**src/rtl/bus_dp_pkg.sv**
```systemverilog
// Shared encodings for the single-bus datapath: bus sources, ALU ops,
// immediate formats, register selects and the memory FSM state.
package bus_dp_pkg;

  typedef enum logic [2:0] {
    BUS_NONE = 3'd0,
    BUS_IMM  = 3'd1,
    BUS_ALU  = 3'd2,
    BUS_REG  = 3'd3,
    BUS_MEM  = 3'd4
  } bus_src_e;

  typedef enum logic [3:0] {
    ALU_ADD    = 4'd0,
    ALU_SUB    = 4'd1,
    ALU_AND    = 4'd2,
    ALU_OR     = 4'd3,
    ALU_XOR    = 4'd4,
    ALU_SLL    = 4'd5,
    ALU_SRL    = 4'd6,
    ALU_SRA    = 4'd7,
    ALU_SLT    = 4'd8,
    ALU_SLTU   = 4'd9,
    ALU_PASS_A = 4'd10,
    ALU_PASS_B = 4'd11,
    ALU_ADD4   = 4'd12
  } alu_op_e;

  typedef enum logic [1:0] {
    IMM_I = 2'd0,
    IMM_S = 2'd1,
    IMM_B = 2'd2,
    IMM_U = 2'd3
  } imm_sel_e;

  typedef enum logic [2:0] {
    RS_RS1     = 3'd0,
    RS_RS2     = 3'd1,
    RS_RD      = 3'd2,
    RS_LAST    = 3'd3,
    RS_SCRATCH = 3'd4
  } reg_sel_e;

  typedef enum logic [1:0] {
    MS_IDLE = 2'd0,
    MS_REQ  = 2'd1,
    MS_DONE = 2'd2
  } mem_state_e;

endpackage

```
**src/rtl/bus_dp_mem_if.sv**
```systemverilog
// Memory port tracker: req/ack FSM with wait timeout, write-data capture
// at transaction start and read-data capture on ack (zero on timeout).
module bus_dp_mem_if
  import bus_dp_pkg::*;
#(
  parameter int XLEN        = 32,
  parameter int MEM_TIMEOUT = 255
) (
  input  logic            clock,
  input  logic            reset_n,
  input  logic            op_i,
  input  logic            wr_i,
  input  logic [XLEN-1:0] wdata_i,
  input  logic            ack_i,
  input  logic [XLEN-1:0] rdata_i,
  output logic            busy_o,
  output logic            req_o,
  output logic            we_o,
  output logic [XLEN-1:0] wdata_o,
  output logic [XLEN-1:0] rdata_o,
  output logic            tmo_o,
  output mem_state_e      state_o
);

  localparam int CW = (MEM_TIMEOUT > 1) ? $clog2(MEM_TIMEOUT + 1) : 1;

  mem_state_e      state_q, state_d;
  logic [CW-1:0]   cnt_q;
  logic            we_q;
  logic [XLEN-1:0] wdata_q, rdata_q;
  logic            timeout;

  // cnt_q holds the number of REQ cycles already elapsed without ack.
  assign timeout = (MEM_TIMEOUT != 0) && (state_q == MS_REQ) && !ack_i &&
                   (cnt_q == CW'(MEM_TIMEOUT - 1));

  always_ff @(posedge clock or negedge reset_n) begin
    if (!reset_n) state_q <= MS_IDLE;
    else          state_q <= state_d;
  end

  always_comb begin
    state_d = state_q;
    case (state_q)
      MS_IDLE: if (op_i) state_d = MS_REQ;
      MS_REQ:  if (ack_i || timeout) state_d = MS_DONE;
      MS_DONE: state_d = MS_IDLE;
      default: state_d = MS_IDLE;
    endcase
  end

  always_comb begin
    busy_o = 1'b0;
    req_o  = 1'b0;
    case (state_q)
      MS_IDLE: busy_o = op_i;
      MS_REQ: begin
        busy_o = 1'b1;
        req_o  = 1'b1;
      end
      default: ;
    endcase
  end

  always_ff @(posedge clock or negedge reset_n) begin
    if (!reset_n) begin
      cnt_q   <= '0;
      we_q    <= 1'b0;
      wdata_q <= '0;
      rdata_q <= '0;
    end else if (state_q == MS_IDLE && op_i) begin
      cnt_q   <= '0;
      we_q    <= wr_i;
      wdata_q <= wdata_i;
    end else if (state_q == MS_REQ) begin
      cnt_q <= cnt_q + 1'b1;
      if (ack_i)        rdata_q <= rdata_i;
      else if (timeout) rdata_q <= '0;
    end
  end

  assign we_o    = we_q;
  assign wdata_o = wdata_q;
  assign rdata_o = rdata_q;
  assign tmo_o   = timeout;
  assign state_o = state_q;

endmodule

```
**src/rtl/bus_datapath_p.sv**
```systemverilog
// Single shared-bus datapath: IR/A/B/MA, register file with scratch entry,
// ALU and immediate generator, all sourced through one encoded bus mux.
module bus_datapath_p
  import bus_dp_pkg::*;
#(
  parameter int XLEN        = 32,
  parameter int NREGS       = 32,
  parameter int MEM_TIMEOUT = 255
) (
  input  logic            clock,
  input  logic            reset_n,
  input  logic            ld_ir,
  input  logic            ld_a,
  input  logic            ld_b,
  input  logic            ld_ma,
  input  logic [2:0]      bus_src,
  input  logic            reg_wr,
  input  logic            mem_wr,
  input  logic [2:0]      reg_sel,
  input  logic [3:0]      alu_op,
  input  logic [1:0]      imm_sel,
  output logic            mem_req,
  output logic            mem_we,
  output logic [XLEN-1:0] mem_addr,
  output logic [XLEN-1:0] mem_wdata,
  input  logic [XLEN-1:0] mem_rdata,
  input  logic            mem_ack,
  output logic [6:0]      opcode,
  output logic [2:0]      funct3,
  output logic [6:0]      funct7,
  output logic            zero,
  output logic            busy,
  output logic            bus_err,
  output mem_state_e      mem_state
);

  localparam int RA = $clog2(NREGS + 1);
  localparam int SW = $clog2(XLEN);

  logic [XLEN-1:0] ir_q, a_q, b_q, ma_q;
  logic [XLEN-1:0] rf_q [NREGS+1];
  logic [XLEN-1:0] bus, alu_res, imm, rf_rd, mem_rd;
  logic [31:0]     imm32;
  logic [RA-1:0]   ridx;
  logic            sel_ill, src_ill, wr_bad, mem_op, tmo, err_set, rf_we;
  logic            bus_err_q;

  always_comb begin
    ridx    = '0;
    sel_ill = 1'b0;
    case (reg_sel)
      RS_RS1:     ridx = RA'(ir_q[19:15]);
      RS_RS2:     ridx = RA'(ir_q[24:20]);
      RS_RD:      ridx = RA'(ir_q[11:7]);
      RS_LAST:    ridx = RA'(NREGS - 1);
      RS_SCRATCH: ridx = RA'(NREGS);
      default:    sel_ill = 1'b1;
    endcase
  end

  assign rf_rd = (ridx != '0 && ridx <= RA'(NREGS)) ? rf_q[ridx] : '0;

  always_comb begin
    case (imm_sel)
      IMM_I:   imm32 = {{20{ir_q[31]}}, ir_q[31:20]};
      IMM_S:   imm32 = {{20{ir_q[31]}}, ir_q[31:25], ir_q[11:7]};
      IMM_B:   imm32 = {{19{ir_q[31]}}, ir_q[31], ir_q[7], ir_q[30:25], ir_q[11:8], 1'b0};
      default: imm32 = {ir_q[31:12], 12'b0};
    endcase
  end

  assign imm = {{(XLEN - 31){imm32[31]}}, imm32[30:0]};

  always_comb begin
    alu_res = '0;
    case (alu_op)
      ALU_ADD:    alu_res = a_q + b_q;
      ALU_SUB:    alu_res = a_q - b_q;
      ALU_AND:    alu_res = a_q & b_q;
      ALU_OR:     alu_res = a_q | b_q;
      ALU_XOR:    alu_res = a_q ^ b_q;
      ALU_SLL:    alu_res = a_q << b_q[SW-1:0];
      ALU_SRL:    alu_res = a_q >> b_q[SW-1:0];
      ALU_SRA:    alu_res = $signed(a_q) >>> b_q[SW-1:0];
      ALU_SLT:    alu_res = XLEN'($signed(a_q) < $signed(b_q));
      ALU_SLTU:   alu_res = XLEN'(a_q < b_q);
      ALU_PASS_A: alu_res = a_q;
      ALU_PASS_B: alu_res = b_q;
      ALU_ADD4:   alu_res = a_q + XLEN'(4);
      default:    alu_res = '0;
    endcase
  end

  // A cycle carrying both MEM and mem_wr is a write; MEM then reads as zero.
  always_comb begin
    bus     = '0;
    src_ill = 1'b0;
    case (bus_src)
      BUS_NONE: bus = '0;
      BUS_IMM:  bus = imm;
      BUS_ALU:  bus = alu_res;
      BUS_REG:  bus = rf_rd;
      BUS_MEM:  bus = mem_wr ? '0 : mem_rd;
      default:  src_ill = 1'b1;
    endcase
  end

  assign mem_op  = (bus_src == BUS_MEM) || mem_wr;
  assign wr_bad  = reg_wr && (bus_src == BUS_REG);
  assign err_set = src_ill || wr_bad || tmo || ((bus_src == BUS_MEM) && mem_wr) ||
                   (sel_ill && (reg_wr || bus_src == BUS_REG));
  assign rf_we   = !busy && reg_wr && !wr_bad && !sel_ill &&
                   (ridx != '0) && (ridx <= RA'(NREGS));

  bus_dp_mem_if #(
    .XLEN        (XLEN),
    .MEM_TIMEOUT (MEM_TIMEOUT)
  ) u_mem_if (
    .clock   (clock),
    .reset_n (reset_n),
    .op_i    (mem_op),
    .wr_i    (mem_wr),
    .wdata_i (bus),
    .ack_i   (mem_ack),
    .rdata_i (mem_rdata),
    .busy_o  (busy),
    .req_o   (mem_req),
    .we_o    (mem_we),
    .wdata_o (mem_wdata),
    .rdata_o (mem_rd),
    .tmo_o   (tmo),
    .state_o (mem_state)
  );

  always_ff @(posedge clock or negedge reset_n) begin
    if (!reset_n) begin
      ir_q      <= '0;
      a_q       <= '0;
      b_q       <= '0;
      ma_q      <= '0;
      bus_err_q <= 1'b0;
    end else begin
      if (!busy) begin
        if (ld_ir) ir_q <= bus;
        if (ld_a)  a_q  <= bus;
        if (ld_b)  b_q  <= bus;
        if (ld_ma) ma_q <= bus;
      end
      if (err_set) bus_err_q <= 1'b1;
    end
  end

  always_ff @(posedge clock or negedge reset_n) begin
    if (!reset_n) begin
      for (int i = 0; i <= NREGS; i++) rf_q[i] <= '0;
    end else if (rf_we) begin
      rf_q[ridx] <= bus;
    end
  end

  assign mem_addr = ma_q;
  assign opcode   = ir_q[6:0];
  assign funct3   = ir_q[14:12];
  assign funct7   = ir_q[31:25];
  assign zero     = (alu_res == '0);
  assign bus_err  = bus_err_q;

endmodule

```
**config.mk**
```make
export PLATFORM = sky130hd
export DESIGN_NAME = bus_datapath_p
export DESIGN_NICKNAME = d
export VERILOG_FILES = /design/src/rtl/bus_dp_pkg.sv /design/src/rtl/bus_dp_mem_if.sv /design/src/rtl/bus_datapath_p.sv
export SDC_FILE = /design/constraint.sdc
export NUM_CORES = 2
export LEC_CHECK = 0
export ABC_AREA = 1
export BUFFER_PORTS_ARGS = -buffer_cell sky130_fd_sc_hd__buf_2
export CORE_MARGIN = 2
export CORE_UTILIZATION = 55
export DETAILED_ROUTE_END_ITERATION = 7
export PLACE_DENSITY = 0.71
export SYNTH_ARGS = -nofsm -noshare
export SYNTH_HDL_FRONTEND = slang
export SYNTH_SLANG_ARGS = --single-unit
```
**constraint.sdc**
```tcl
create_clock -name clock -period 7.44 [get_ports clock]
set_input_delay 1.488 -clock clock [delete_from_list [all_inputs] [get_ports clock]]
set_output_delay 1.488 -clock clock [all_outputs]
set_load 0.005 [all_outputs]
```
* Yosys cells after proc, flatten, opt, wreduce, memory -nomap -nowiden
Index checks and enable logic that the tools add are counted.
** Word-level totals
- Logic and storage cells :: 150
- Flip-flop bits (word level) :: 1260
- Input bits :: 53
- Output and inout bits :: 88
** Cells by class
- Multiplexer cells :: 23
- $lt $le $gt $ge :: 5
- Equal/unequal tests :: 26
- Bitwise gates (word level) :: 6
- Shifts and indexed selects :: 3
- $add $sub $neg :: 4
- Reductions and logical operators :: 40
** Operator list (count)
- 1056-bit bitwise mux :: 1
- 32-bit case mux with 13 select lines :: 1
- 32-bit two-way mux :: 7
- 32-bit binary-select mux with 6-bit select :: 1
- 32-bit demux with 6-bit select :: 1
- 32-bit case mux with 4 select lines :: 1
- 31-bit case mux with 3 select lines :: 1
- 32-bit < comparator :: 2
- 32-bit by 3-bit adder with 32-bit output, second input constant :: 1
- 32-bit adder :: 1
- 32-bit AND :: 1
- 32-bit zero test :: 1
- 32-bit bitwise OR :: 1
- 32-bit by 5-bit << shifter with 32-bit output :: 1
- 32-bit by 5-bit >> shifter with 32-bit output :: 1
- 32-bit by 5-bit >>> shifter with 32-bit output :: 1
- 32-bit subtractor :: 1
- 32-bit XOR :: 1
- 6-bit case mux with 5 select lines :: 1
- 4-bit equality test, second input constant :: 5
- 4-bit by 3-bit equality test with 1-bit output, second input constant :: 4
- 8-bit two-way mux :: 2
- 1-bit logical AND :: 13
- 3-bit by 2-bit equality test with 1-bit output, second input constant :: 4
- other kinds (29) :: 53

* Longest topological paths before layout
- Depth in word-level cells :: 9
- Depth in mapped cells :: 25
- Depth with buffers taken out :: 22

* Modules after synthesis
From an unflattened synthesis, not the netlist that was laid out.
** Second synthesis, totals
- Cell total of the unflattened synthesis :: 10641
- Area total of the unflattened synthesis :: 71202.0 µm²
** Modules (own cells, without submodules)
- bus_datapath_p :: area an instance 67876.3 µm², times used 1, sequential area each 29653.4 µm², cells an instance 10279
- bus_dp_mem_if :: area an instance 3325.7 µm², times used 1, sequential area each 1876.8 µm², cells an instance 362

* Least setup slack after synthesis
No wires, ideal clock.
- Path type :: in2out
- Start point :: in alu_op[1]
- End point :: out zero
- Stages :: 15
- Path slack :: 2.944 ns
- Buffers on the path :: 2
- Arrival time :: 3.008 ns
- Data required time :: 5.952 ns
- Cell sequence :: inv_1 nor2_1 nand2_1 buf_2 buf_1 o22ai_1 nor2_1 o2111ai_1 nor3_1 nand2_1 nor2_1 nand2_1 nor2_1 nand2_1 nor2_1
** On the way
- Longest elaborated chain between the ends :: 3
- Elaborated cells on any way between the ends :: 15
- Those cells by class :: eq/ne: 12; mux: 1; reduce/logical: 2
** RTL lines
- start: declaration :: RTL line bus_datapath_p.sv:20 : input logic [3:0] alu_op,
- 4-bit equality test, or another cell as far along :: RTL line bus_datapath_p.sv:76 : case (alu_op)
- 32-bit case mux with 13 select lines * :: RTL line bus_datapath_p.sv:76
- 32-bit zero test * :: RTL line bus_datapath_p.sv:165 : assign zero = (alu_res == '0);
- end: declaration :: RTL line bus_datapath_p.sv:31 : output logic zero,
Every way passes the cells marked *; elsewhere a longest branch is shown, timed or not.

* Worst setup path after layout
- Start point :: reg b_q[2]
- End point :: out zero
** On the way
- Longest elaborated chain between the ends :: 3
- Elaborated cells on any way between the ends :: 12
- Those cells by class :: add/sub: 2; order compare: 2; shift: 3; mux: 1; bitwise: 3; reduce/logical: 1
** RTL lines
- start: declaration :: RTL line bus_datapath_p.sv:40 : logic [XLEN-1:0] ir_q, a_q, b_q, ma_q;
- start signal: assignment :: RTL line bus_datapath_p.sv:146 : if (ld_b) b_q <= bus;
- 32-bit subtractor, or another cell as far along :: RTL line bus_datapath_p.sv:78 : ALU_SUB: alu_res = a_q - b_q;
- 32-bit case mux with 13 select lines * :: RTL line bus_datapath_p.sv:76
- 32-bit zero test * :: RTL line bus_datapath_p.sv:165
Marks and branches as above.

==> metrics.csv <==
metric,value,unit
status,finished with violations,
violations,"max-capacitance violations, max-slew violations",
synth_cell_types,48,
wl_per_cell,23.97,um
worstPathMaxFanout,32,
die_w,365.2,um
wirelength,299.3,mm
finClkSkew,0.07067,ns
drc,0,
cts.sinks,1260,
drtIter0Drc,10433,
async_flop_share,100.0,%
htree_levels,4,
cts_tree,yes,
nets,10798,
rsz0062_at_grt,false,
pwr_density_cell,321.2,nW/um2
crit_arrival,5.16,ns
ant_nets,0,
drv_cap,1,
max_freq,150.4,MHz
layout_min_cycle_time,6.650,ns
synth_area_per_cell,6.595,um2
synth_commonest_cells,"5604 x nand2_1, 1260 x dfrtp_1, 910 x nor2_1",
synth_top_area_share,43.94,%
worst-setup-path-type,flop to output port,
hold_viol_final,0,
clk_path_buf_depth,3,
rows,132,
setup_viol,0,
yosys-top-cells-area,"dfrtp_1 44%, nand2_1 29%, nor2_1 4.8%",
area_delta_synth_final,8.617,%
ys_seq_area_share,43.94,%
cts_inserted_buffers,136,
cp_top_family,simple AND/OR/NAND/NOR gates,
grt_max_degree,179,
final.setup.tns,0,ns
fp.coreArea,129500,um2
ctsRootBufferMaster,clkbuf_16,
p_leak,43.38,nW
synth.net_count,11035,
min_from,rf_q[1053],
dp_hpwl,201.6,mm
period_share,89.38,%
cts_resized,0,
grt_pass1_wl,441.6,mm
crit_path_end_kind,output port,
critPathLaunchType,flop,
cts_setup_buffers,0,
rr_startpoint,b_q[2],
yosysWarnings,0,
path_cells,clkinv_1 -> ha_1 -> inv_1 -> nor3_1 -> nand4_1 -> nand3_1 -> nand2_1 -> nand3_1 -> nand4_1 -> nor2_1 -> nand2_1 -> nor2_1 -> nand2_1 -> nor2_1 -> buf_2,
synth-seq-cells,1260,
ios,141,
clk_latency,0.81,ns
start_util,55.42,%
ys.flop_type,dfrtp_1,
yosysMostFrequentCell,nand2_1,
avgViaCountPerCell,5.844,
layout-drive-gt1-share,6.256,%
grt_use_total,44.67,%
grt_overflow,0,
fin_util,60.19,%
dieArea,133400,um2
slew_violations,2,
critPathMaxStageDelay,0.74,ns
max_slew_margin,-2.903,%
fillerInstances,11982,
place.gp.congestion,1.061,
syn_inst,10880,
crit_start,b_q[2],
grt_pass1_vias,68565,
crit_buf_inv,3,
dr.pass1.iters,7,
ctsHoldBuffers,0,
worst_pin_slew,1.544,ns
die_h,365.2,um
min_path_type,flop to flop,
critPathSlowestCell,dfrtp_2,
cp.required,5.95,ns
clk_pin_slew_worst_paths,0.06,ns
synth_edf_count,0,
vias,72980,
synth.cell_area,71760,um2
synth_largest_area_cell,dfrtp_1,
portBuffers,140,
vdd_drop_max,246.8,uV
antenna_found_initial,11,
cell families (layout without fill, tap and decap cells):
kind of cell	after synthesis	after routing	share of synthesized area [%]
and+or+nand+nor	7125	7125	38.68
buffers and inverters	1361	1223	7.909
DFF	1260	1260	43.94
AOI/OAI and AO/OA	1022	1022	7.548
adders and majority gates	102	102	1.799
xor gates and xnor gates	8	8	0.09765
muxes	2	2	0.02790
other	0	5	0
layout make-up:
type	instances	area [um2]	share of cell area (%)
Antenna cell	5	12.51	0.01605
Tap cell	1742	2180	2.797
Clock buffer	197	3944	5.060
Multi-Input combinational cell	8259	34650	44.45
Sequential cell	1260	31530	40.46
Timing Repair Buffer	341	2587	3.320
Inverter	645	2431	3.119
Clock inverter	40	605.6	0.7770
worst reg2reg max path, stage by stage, from the launching register on:
cell and delay [ns]:
dfrtp_2 0.74, clkinv_1 0.35, ha_1 0.57, inv_1 0.14, nand2_1 0.10, nand2_1 0.06
nand3_1 0.06, nand2_1 0.20, nand2_1 0.12, nand2_1 0.24, o21ai_0 0.43, nand2_1 0.09
nor2_1 0.10, nand2_1 0.08, a21oi_1 0.59, nand2_2 0.69, buf_4 0.51, nand2_1 0.13
nand2_1 0.05
through the flow:
stage / area, um2 / worst slack, ns / power (W) / std cells / hold WS [ns]
2_1_floorplan: 71760 / 2.944 / 0.01387 / 10880 / 0.4240
3_3_place_gp: 73380 / 1.338 / 0.01774 / 12247 / 0.3598
3_5_place_dp: 73380 / 1.435 / 0.01779 / 12247 / 0.3604
4_1_cts: 77930 / 0.9519 / 0.02467 / 12484 / 0.3764
5_1_grt: 77930 / 0.6963 / 0.02614 / 12484 / 0.3823
6_report: 77940 / 0.7904 / 0.02503 / 12489 / 0.3735
where the power goes:
part | total, W | internal (W) | switching (W)
sequential | 0.00801 | 0.00742 | 0.000588
clock | 0.00691 | 0.00391 | 0.00300
combinational | 0.0101 | 0.00253 | 0.00759
total | 0.0250 | 0.0139 | 0.0112
flip-flops by register name, summed over array words and instances, names as in the netlist:
register and cells:
mem_addr 32, b_q 32, u_mem_if.wdata_o 32, bus_err 1
u_mem_if.we_o 1, u_mem_if.cnt_q 8, ir_q 32, u_mem_if.state_o 2
a_q 32, u_mem_if.rdata_o 32, rf_q 1056
worst paths after layout:
check | depth (start not counted) | slack [ns] | end
worst max-delay path | 15 | 0.79 | zero
worst min register to register | 0 | 0.37 | rf_q[1053]
min in group asynchronous | 1 | 0.62 | b_q[11]
worst max register to register | 18 | 2.07 | mem_addr[10]
max in group asynchronous | 2 | 4.98 | rf_q[179]
worst min-delay path | 0 | 0.37 | rf_q[1053]
cells in the final DEF, fill, tap and decap left out, types with 6 or more instances in the layout:
cell / Yosys / routed
nand2_1: 5604 / 5601
dfrtp_1: 1260 / 1258
nor2_1: 910 / 899
o21ai_0: 619 / 619
inv_1: 614 / 610
nand3_1: 433 / 432
a21oi_1: 225 / 225
buf_4: 85 / 172
buf_2: 173 / 139
clkbuf_16: 0 / 137
ha_1: 100 / 100
o22ai_1: 69 / 69
nor3_1: 50 / 46
o21ai_1: 41 / 40
nor2_2: 29 / 38
nand4_1: 35 / 35
clkbuf_1: 377 / 31
buf_12: 0 / 30
clkbuf_8: 0 / 29
inv_2: 27 / 27
o21bai_1: 24 / 24
nand2_2: 19 / 22
clkinv_2: 0 / 19
nand3_2: 18 / 17
o221ai_1: 16 / 16
o211ai_1: 12 / 12
and2_1: 11 / 11
clkinv_16: 0 / 9
xor2_1: 8 / 8
clkinv_1: 4 / 6
nand3b_1: 6 / 6
layer usage:
metal / GRT usage [%] / up-vias / share of wire, % / wire length (um)
li1: - / 32914 / - / -
met1: 56.86 / 34434 / 37 / 111200
met2: 67.43 / 4698 / 44 / 130600
met3: 11.02 / 920 / 11 / 33330
met4: 30.29 / 14 / 8.0 / 24060
met5: 0 / - / 0.031 / 92
Power figures use the tool's default switching activity.
